`src/rtl/fifo_write_arbiter.sv`:
```
// Round-robin arbiter sharing one FIFO write port among NREQ producers.
// Grants bursts of up to BURST words, throttles on fifo_full and rotates priority per burst.
module fifo_write_arbiter #(
    parameter int NREQ  = 4,
    parameter int DW    = 16,
    parameter int BURST = 4
) (
    input  logic               clock,
    input  logic               reset,
    input  logic [NREQ-1:0]    req,
    input  logic [NREQ*DW-1:0] din,
    input  logic               fifo_full,
    input  logic               fifo_half,
    output logic [NREQ-1:0]    gnt,
    output logic [NREQ-1:0]    ack,
    output logic               write,
    output logic [DW-1:0]      fifo_in
);
    localparam int IW = (NREQ > 1) ? $clog2(NREQ) : 1;

    typedef enum logic {IDLE, GRANT} state_t;

    state_t                     state;
    logic   [IW-1:0]            last;
    logic   [3:0]               cnt;
    logic   [4:0]               lim;
    logic   [IW-1:0]            pick;
    logic                       pick_vld;
    logic   [IW:0]              scan;
    logic                       req_g;
    logic                       accept;
    logic                       burst_done;
    logic   [NREQ-1:0][DW-1:0]  lane_data;

    // Rotating search starting just after the last grantee; one extra bit
    // on scan lets the wrap be a single conditional subtract.
    always_comb begin
        pick     = '0;
        pick_vld = 1'b0;
        scan     = '0;
        for (int k = 1; k <= NREQ; k++) begin
            scan = {1'b0, last} + (IW+1)'(k);
            if (scan >= (IW+1)'(NREQ))
                scan = scan - (IW+1)'(NREQ);
            if (!pick_vld && req[scan[IW-1:0]]) begin
                pick     = scan[IW-1:0];
                pick_vld = 1'b1;
            end
        end
    end

    // Per-producer slice: ack only the granted producer, and only when the
    // FIFO can take the word; data is masked so the OR-merge below is a mux.
    for (genvar i = 0; i < NREQ; i++) begin : g_lane
        assign ack[i]       = gnt[i] & req[i] & ~fifo_full;
        assign lane_data[i] = ack[i] ? din[i*DW +: DW] : '0;
    end

    always_comb begin
        fifo_in = '0;
        for (int i = 0; i < NREQ; i++)
            fifo_in = fifo_in | lane_data[i];
    end

    assign write      = |ack;
    assign req_g      = |(req & gnt);
    assign accept     = (state == GRANT) && req_g && !fifo_full;
    assign burst_done = ({1'b0, cnt} == (lim - 5'd1));

    always_ff @(posedge clock or negedge reset) begin
        if (!reset) begin
            state <= IDLE;
            gnt   <= '0;
            last  <= IW'(NREQ-1);
            cnt   <= '0;
            lim   <= 5'(BURST);
        end else begin
            case (state)
                IDLE: begin
                    if (pick_vld) begin
                        state <= GRANT;
                        gnt   <= NREQ'(1) << pick;
                        last  <= pick;
                        cnt   <= '0;
                        // Limit is frozen for the whole burst.
                        lim   <= fifo_half ? 5'd1 : 5'(BURST);
                    end
                end
                GRANT: begin
                    if (!req_g) begin
                        state <= IDLE;
                        gnt   <= '0;
                    end else if (accept) begin
                        cnt <= cnt + 4'd1;
                        if (burst_done) begin
                            state <= IDLE;
                            gnt   <= '0;
                        end
                    end
                end
                default: begin
                    state <= IDLE;
                    gnt   <= '0;
                end
            endcase
        end
    end
endmodule

```
`config.mk`:
```
export PLATFORM = sky130hd
export DESIGN_NAME = fifo_write_arbiter
export DESIGN_NICKNAME = d
export VERILOG_FILES = /design/src/rtl/fifo_write_arbiter.sv
export SDC_FILE = /design/constraint.sdc
export NUM_CORES = 1
export LEC_CHECK = 0
export ABC_CLOCK_PERIOD_IN_PS = 3050
export CAP_MARGIN = 20
export CORE_MARGIN = 2
export CORE_UTILIZATION = 30
export CTS_BUF_LIST = sky130_fd_sc_hd__clkbuf_4 sky130_fd_sc_hd__clkbuf_8
export DETAILED_ROUTE_END_ITERATION = 8
export GPL_TIMING_DRIVEN = 1
export MAX_ROUTING_LAYER = met4
export PLACE_DENSITY = 0.88
export SLEW_MARGIN = 10
export SYNTH_ARGS = -nofsm -noshare
export SYNTH_HDL_FRONTEND = slang
export SYNTH_SLANG_ARGS = --single-unit
```
`constraint.sdc`:
```
create_clock -name clock -period 3.05 [get_ports clock]
set_clock_uncertainty 0.2 [all_clocks]
set_input_delay 0.305 -clock clock [delete_from_list [all_inputs] [get_ports clock]]
set_output_delay 0.305 -clock clock [all_outputs]
set_load 0.005 [all_outputs]
```
# Word-level counts from Yosys, hierarchy flattened
# Index checks and enable logic that the tools add are counted.
[totals] register_bits=16 inputBits=72 output_inout_bits=25 word_cells=97
[classes] n_addsub=10 n_lt_le_gt_ge=8 eq_ne=6 shifts=1 n_mux=39 bitwise=14 reduce_logical=14
[op_table] operator="$mux 16" n=4
[op_table] operator="$or 16x16->16" n=3
[op_table] operator="$mux 4" n=7
[op_table] operator="$mux 2" n=8
[op_table] operator="$pmux 4 s2" n=2
[op_table] operator="$ge 3x3->1 const B" n=4
[op_table] operator="$lt 2x3->1 const B" n=4
[op_table] operator="$mux 1" n=12
[op_table] operator="$and 1x1->1" n=8
[op_table] operator="$bmux 1 s2" n=4
[op_table] operator="$reduce_or 4->1" n=2
[op_table] operator="$sub 2x1->2 const B" n=4
[op_table] operator="$add 2x2->3 const B" n=2
[op_table] operator="$ne 3x2->1 const B" n=2
[op_table] operator="$reduce_and 3->1" n=2
[op_table] operator="$eq 4x5->1" n=1
[op_table] operator="$logic_and 1x1->1" n=5
[op_table] operator="$sub 5x1->5 const B" n=1
[op_table] operator="$add 4x1->4 const B" n=1
[op_table] operator="$and 4x4->4" n=1
[op_table] operator="$logic_not 1->1" n=4
[op_table] operator="$ne 2x1->1 const B" n=2
[op_table] operator="$shl 1x2->4 const A" n=1
[op_table] operator="$add 2x1->3 const B" n=1
[op_table] operator="other kinds (6)" n=7

# Longest topological paths before layout
# Gate-level depths: netlist of the first run.
[logic_depth] ltp_word=18 depth_mapped=6 ltp_nobuf=6

# Worst setup path before layout of the first run
# Ideal clock, no wire load.
[synth_path] kind="register -> register" start="register lim[2]" end="register gnt[1]" setup_ns=0.122 arrival_time_ns=1.536 required_time_ns=2.728 path_slack_ns=1.193 stages_incl_launch_ff=7 n_path_buf=0 synth_period_minus_slack_ns=1.857 cell_sequence="dfstp_2 > inv_1 > ha_1 > xor2_1 > o211ai_2 > a31o_4 > a32o_1"
[synth_between] elab_chain_cells=4
[synth_rtl] element="start: declaration" line="26" text="logic [4:0] lim;"
[synth_rtl] element="start signal: assignment" line="76" text="lim <= 5'(BURST);"
[synth_rtl] element="start signal: assignment" line="86" text="lim <= fifo_half ? 5'd1 : 5'(BURST);"
[synth_rtl] element="$sub 5x1->5" line="68" text="assign burst_done = ({1'b0, cnt} == (lim - 5'd1));"
[synth_rtl] element="$eq 4x5->1" line="68"
[synth_rtl] element="$ne 3x2->1 (no line)"
[synth_rtl] element="$reduce_and 3->1 (no line)"
[synth_rtl] element="end signal: assignment" line="82" text="gnt <= NREQ'(1) << pick;"
[synth_rtl] element="end: declaration" line="14" text="output logic [NREQ-1:0] gnt,"
# No other way between the ends.
# A chain may end at the register's enable or synchronous reset.

# Worst setup path after layout of the first run
[layout_path] start="input req[3]" end="output fifo_in[4]"
[layout_between] elab_chain_cells=4
[layout_rtl] element="start: declaration" line="10" text="input logic [NREQ-1:0] req,"
[layout_rtl] element="$and 1x1->1 (2 in series)" line="55" text="assign ack[i] = gnt[i] & req[i] & ~fifo_full;"
[layout_rtl] element="$mux 16" line="56" text="assign lane_data[i] = ack[i] ? din[i*DW +: DW] : '0;"
[layout_rtl] element="$or 16x16->16" line="62" text="fifo_in = fifo_in | lane_data[i];"
[layout_rtl] element="end: declaration" line="17" text="output logic [DW-1:0] fifo_in"
# No other way between the ends.

==> results by group, run 1 <==
Outcome
  • Status: finished, final reports clean

Routing
  • Top sig layer: met4
  • Antenna viol nets, final: 0
  • M1 WL: around 1700 um
  • Final WL: around 4100 um
  • Routed wl met3: a little under 400 um
  • # DRC: 0
  • Met2 wire len: 1980 um
  • Via count: between 1000 and 1500
  • Iter 0 DRT Violations: 31
  • Vias per inst: about 5.2
  • First-pass DRT Iterations: 4
  • WL per Instance: between 10 and 15 um

Die
  • Die width: about 65 um
  • Initial core utilization: about 31%
  • DIE AREA: approximately 0.0043 mm^2
  • Num rows: 22
  • I/O pin cnt: slightly below 100
  • Core area: between 0.003 and 0.004 mm^2
  • Die height: between 60 and 70 um

Critical path
  • CP Capture Type: output pin
  • Worst Reg-to-Reg Cells: 6
  • Critical path type: in2out
  • RR Endpoint: gnt[3]
  • Max FO, Critical Path: 17
  • Data required time of the worst path: ~2.5 ns
  • Startpoint class of the critical path: input port
  • Reg2reg start: lim[2]
  • Worst endpoint data arrival time: 2.04 ns
  • FF-to-FF setup slack: roughly 1.1 ns
  • CP Launch Point: req[3]

Power and ir drop
  • P_leak: between 0.8 and 0.9 nW
  • Proportion of power drawn by flip-flops and latches: 29.0%
  • Psw: between 0.4 and 0.5 mW
  • Power Internal: 0.752 mW
  • Pwr dens: 538 mW/mm^2
  • Clock power share: roughly 13%
  • Logic pwr share: 57.6%
  • Switching Fraction: 36.1%
  • Worst vdd ir: between 0.0004 and 0.0005 V

Yosys
  • Cells after Synth: ~130
  • Yosys Warn Count: 0
  • Post-synthesis cell area: about 0.0011 mm^2
  • Post-synth net total: between 200 and 250
  • Primary FF master, synth: dfrtp_1
  • Post-synth ARST share: 100%
  • Syn Area/Cell: 8.56 um^2
  • Synth Register Bits: 13
  • Synth cell types: 43
  • Post-synthesis sequential area ratio: a little under 30%
  • Post-synth EDFFs: 0

Placement
  • Port bufs: 96
  • DP HPWL: 3220 um
  • GP Congestion: between 0.8 and 0.9

Clocking
  • Hold_buf cts: 0
  • CTS Buf Count: 3
  • CTS Buffer Depth: 2
  • Post_cts resized: 0
  • Clk root buf: clkbuf_8
  • CTS tree: yes
  • Clk sinks: 13
  • Setup Fix Bufs, Post-CTS: 0
  • Clock Pin Slew Worst Setup and Hold Paths: approximately 0.050 ns
  • Skew-Pair Late Insertion Delay: 0.24 ns
  • H-tree depth: 1

Worst hold path
  • Worst min path class: in2async

Timing
  • Slew headroom: 48.7%
  • Final setup TNS: 0 ns
  • Hold Vio Cnt, Final: 0
  • Final Cycle Share: between 80% and 90%
  • RSZ-0062 raised after global routing: false
  • Fmax: between 300 and 400 MHz
  • Min Hold Slack: 0.222 ns
  • Final setup viols: 0
  • Worst-Margin Slew: approximately 0.77 ns
  • Max-slew violations: 0
  • Minimum clock period: between 2 and 3 ns

Layout
  • Fin nets: around 300
  • Syn-to-layout area delta: 93.5%
  • Fin util: between 60% and 70%
  • ANT cells: 0
  • Ratio of cells with drive above 1 in the final layout: a little over a tenth
  • Filler Cell Count: 315

Global routing
  • Vias in the first global route: around 1400
  • Initial antenna violation count: 0
  • Gr usage total: between 10% and 20%
  • Largest net degree at the start of global routing: 18
  • First-pass GRT wire length: 6210 um
  • Global route overflow: 0

Run
  • Max Cap Viol: 0
-- synth_stat cells (2+ instances only) --
cell,number,share of area [%]
a21oi_1,3,1.3
a22oi_2,2,2.2
nand2b_1,2,1.1
inv_1,3,1.0
a22oi_1,32,21
xor2_1,2,1.6
nor2_1,5,1.7
dfrtp_1,10,22
nor3b_1,2,1.3
dfstp_2,3,7.0
nand2_1,25,8.3
nor2_2,4,2.2
ha_1,2,2.2
a32o_1,2,1.8
xnor2_1,2,1.6
o2bb2ai_1,2,1.6
buf_2,4,1.8
nand3_1,2,0.89
-- critical path, cell delays in order --
cell and delay (ns):
clkdlybuf4s50_1 0.60, nand2_1 0.10, nor2_2 0.08, buf_4 0.23, a22oi_1 0.12, nand2_1 0.08, clkdlybuf4s50_1 0.50
-- through the flow --
step	setup WS, ns	total power, mW	instances	instance area [um^2]
after global placement	0.504	1.01	273	2140
after CTS	0.492	1.19	277	2190
after global routing	0.396	1.26	277	2190
final	0.509	1.18	277	2190
after floorplan	1.19	0.680	132	1130
after detailed placement	0.496	1.02	273	2140
-- worst max-delay path by stage --
| stage | end | slack [ns] | cells past startpoint |
|---|---|---|---|
| after floorplan | gnt[1] | 1.19 | 6 |
| after global placement | fifo_in[14] | 0.50 | 7 |
| after detailed placement | fifo_in[11] | 0.50 | 7 |
| after CTS | fifo_in[11] | 0.49 | 7 |
| after global routing | fifo_in[9] | 0.40 | 6 |
| final | fifo_in[4] | 0.51 | 7 |
-- cells by family (layout without fill, tap and decap cells) --
family / count (synthesis) / in the layout / share of synthesized area, %
simple gates: 48 / 48 / 20.9
xor+xnor: 4 / 4 / 3.10
compound gates: 53 / 53 / 37.9
flops: 13 / 13 / 29.1
mux: 2 / 2 / 1.88
buf+inv: 10 / 107 / 4.87
fa+ha+maj: 2 / 2 / 2.21
-- layout by cell type (no fill, tap or decap), types with 2 or more instances in the layout --
cell type / n
o2bb2ai_1: 2
ha_1: 2
nand2b_1: 2
buf_4: 4
nand2_1: 25
dfstp_2: 3
clkdlybuf4s50_1: 96
xor2_1: 2
a32o_1: 2
a21oi_1: 3
dfrtp_1: 10
inv_1: 3
a22oi_1: 32
clkbuf_8: 3
xnor2_1: 2
nor2_2: 4
nor2_1: 5
nand3_1: 2
a22oi_2: 2
nor3b_1: 2
-- routing by layer --
metal / up-vias / global-route usage, %
li1: 701 / -
met1: 660 / 21.6
met2: 62 / 31.5
met3: 8 / 4.28
met4: 0 / 8.59
met5: - / -
-- flip-flops by register name, indices dropped and copies added (netlist names) --
register,flops
cnt,4
gnt,4
state,1
last,2
lim,2
-- power groups by stage --
stage	registers (mW)	clock network (mW)	logic (mW)
final	0.341	0.158	0.677
after CTS	0.341	0.165	0.684
after detailed placement	0.342	0	0.677
after floorplan	0.312	0	0.367
after global placement	0.339	0	0.669
after global routing	0.353	0.172	0.738
-- area by class of cell --
type	count	area, um^2	area share (%)
repair buffers	100	991	45.3
multi-input cells	109	746	34.1
well taps	48	60.1	2.75
flip-flops and latches	13	329	15.1
inverters	3	11.3	0.515
clock buffers	4	48.8	2.23
No activity file was read; power rests on OpenSTA's default activity.
==> run 2: changes to the inputs <==
--- a/config.mk
+++ b/config.mk
@@ -5,7 +5,7 @@
 export SDC_FILE = /design/constraint.sdc
 export NUM_CORES = 1
 export LEC_CHECK = 0
-export ABC_CLOCK_PERIOD_IN_PS = 3050
+export ABC_CLOCK_PERIOD_IN_PS = 2470
 export CAP_MARGIN = 20
 export CORE_MARGIN = 2
 export CORE_UTILIZATION = 30
==> constraint.sdc (replaced) <==
create_clock -name clock -period 2.47 [get_ports clock]
set_clock_uncertainty 0.2 [all_clocks]
set_input_delay 0.247 -clock clock [delete_from_list [all_inputs] [get_ports clock]]
set_output_delay 0.247 -clock clock [all_outputs]
set_load 0.005 [all_outputs]
==> run 2 against run 1 <==
Hold slack lost 0.056 ns. Cell count rose by 2.5%. Routed wire length rose by 2.5%. Critical path depth down 1. Global-route usage increased by 1.5 points. Via count up 2.4%. Register-to-register slack got worse by 0.60 ns. Critical endpoint is now fifo_in[14]. Largest cell class unchanged. Highest routed layer unchanged.
==> results by group, run 2 (synthesis results as in run 1) <==
Timing
  • Worst-Margin Slew: 0.576 ns (-0.191 ns)
  • Final setup viols: 0 (unchanged)
  • RSZ-0062 raised after global routing: false
  • Final setup TNS: 0 ns (unchanged)
  • Minimum clock period: 2.33 ns
  • Slew headroom: 61.5% (+13 points)
  • Final Cycle Share: 94.2%
  • Max-slew violations: 0 (unchanged)
  • Fmax: ~430 MHz
  • Hold Vio Cnt, Final: 0 (unchanged)

Clocking
  • Post_cts resized: 0 (unchanged)
  • Skew-Pair Late Insertion Delay: 0.25 ns (about the same)
  • Setup Fix Bufs, Post-CTS: 0 (unchanged)
  • CTS Buf Count: 3 (unchanged)
  • Clk root buf: clkbuf_8
  • H-tree depth: 1 (unchanged)
  • CTS tree: yes
  • Clock Pin Slew Worst Setup and Hold Paths: 0.06 ns (about the same)
  • Hold_buf cts: 0 (unchanged)
  • Clk sinks: 13 (unchanged)
  • CTS Buffer Depth: 2 (unchanged)

Critical path
  • Data required time of the worst path: 2.02 ns (-0.52 ns)
  • RR Endpoint: gnt[1]
  • Worst Reg-to-Reg Cells: 6 (unchanged)
  • Startpoint class of the critical path: input port
  • CP Capture Type: output pin
  • Worst endpoint data arrival time: 1.88 ns (-0.16 ns)
  • Critical path type: in2out
  • FF-to-FF setup slack: 0.53 ns (-0.60 ns)
  • Reg2reg start: lim[2]
  • Max FO, Critical Path: 12 (-5)

Run
  • Max Cap Viol: 0 (unchanged)

Routing
  • Iter 0 DRT Violations: 81 (+160%)
  • Final WL: 4200 um (+2.5%)
  • WL per Instance: 14.8 um (about the same)
  • Met2 wire len: 2010 um (+1.3%)
  • # DRC: 0 (unchanged)
  • Antenna viol nets, final: 0 (unchanged)
  • Via count: 1465 (+2.4%)
  • Top sig layer: met4
  • Vias per inst: 5.16 (-0.15%)
  • M1 WL: 1610 um (-3.3%)
  • First-pass DRT Iterations: 5 (+1)
  • Routed wl met3: 492 um (+24%)

Die
  • Initial core utilization: 31.1% (unchanged)
  • I/O pin cnt: 97 (unchanged)
  • Die width: 65.4 um (unchanged)
  • DIE AREA: 0.00427 mm^2 (unchanged)
  • Die height: 65.4 um (unchanged)
  • Num rows: 22 (unchanged)
  • Core area: 0.00363 mm^2 (unchanged)

Layout
  • Fin util: 62.3% (+2.1 points)
  • Ratio of cells with drive above 1 in the final layout: 13.1% (+2.7 points)
  • Commonest non-fill, non-tap cell in the layout: clkdlybuf4s50_1
  • Most frequent cells in the layout: clkdlybuf4s50_1, a22oi_1, nand2_1
  • Largest regs: cnt x4, gnt x4
  • Fin nets: 311 (+2.3%)
  • ANT cells: 0 (unchanged)
  • Syn-to-layout area delta: 100%

Power and ir drop
  • Pwr dens: 662 mW/mm^2 (+23%)
  • Worst vdd ir: 0.000545 V (+21%)
  • P_leak: 0.917 nW (+4.6%)

Global routing
  • Initial antenna violation count: 0 (unchanged)
  • Gr usage total: 20.4% (+1.5 points)
  • Vias in the first global route: 1458 (+8.0%)
  • Largest net degree at the start of global routing: 18 (unchanged)
  • First-pass GRT wire length: 6720 um (+8.2%)
  • Global route overflow: 0 (unchanged)

Placement
  • DP HPWL: 3420 um (+6.2%)
  • Port bufs: 96 (unchanged)
  • GP Congestion: 0.852 (+0.47%)

Worst hold path
  • Worst min path class: in2async

Outcome
  • Status: finished, final reports clean
## run 2: cell count changes in the layout (fill, tap and decap cells not counted)
cell,before,now
buf_12,0,2
buf_4,4,9
## run 2: worst max-delay path, cell delays in order
cell	delay (ns)
clkdlybuf4s50_1	0.61
nor2_2	0.08
buf_4	0.18
a22oi_1	0.23
nand2_1	0.08
clkdlybuf4s50_1	0.45
## run 2: report_power, final
part / total (mW) / internal (mW) / switching [mW]
Combinational: 0.871 / 0.520 / 0.352
Clock: 0.208 / 0.125 / 0.0824
Sequential: 0.420 / 0.313 / 0.107
## run 2: worst max path at each step
stage / startpoint / endpoint / slack [ns]
3_5_place_dp: fifo_full / fifo_in[14] / 0.13
2_1_floorplan: lim[2] / gnt[1] / 0.61
6_report: fifo_full / fifo_in[14] / 0.14
3_3_place_gp: fifo_full / fifo_in[14] / 0.11
4_1_cts: fifo_full / fifo_in[14] / 0.12
5_1_grt: fifo_full / fifo_in[1] / 0.03
## run 2: cell type report
cell class	count	area, um^2
fillers	348	1370
repair buffers	107	1070
multi-input cells	109	746
flip-flops and latches	13	329
well taps	48	60.1
clock buffers	4	48.8
inverters	3	11.3
## run 2: routing by layer
metal / vias to the layer above / GRT usage [%]
met3: 10 / 5.14
met1: 657 / 23.9
li1: 718 / -
met4: 0 / 7.29
met5: - / -
met2: 80 / 34.1
## run 2: through the flow
stage                     instance area, um^2  std cells  hold WS, ns  setup WS [ns]  total power [mW]
after detailed placement                 2210        280        0.300          0.125              1.29
final                                    2260        284        0.165          0.144              1.50
after CTS                                2260        284        0.188          0.117              1.51
after floorplan                          1130        132       -0.249          0.613             0.839
after global routing                     2260        284        0.235         0.0343              1.61
after global placement                   2210        280        0.293          0.108              1.27
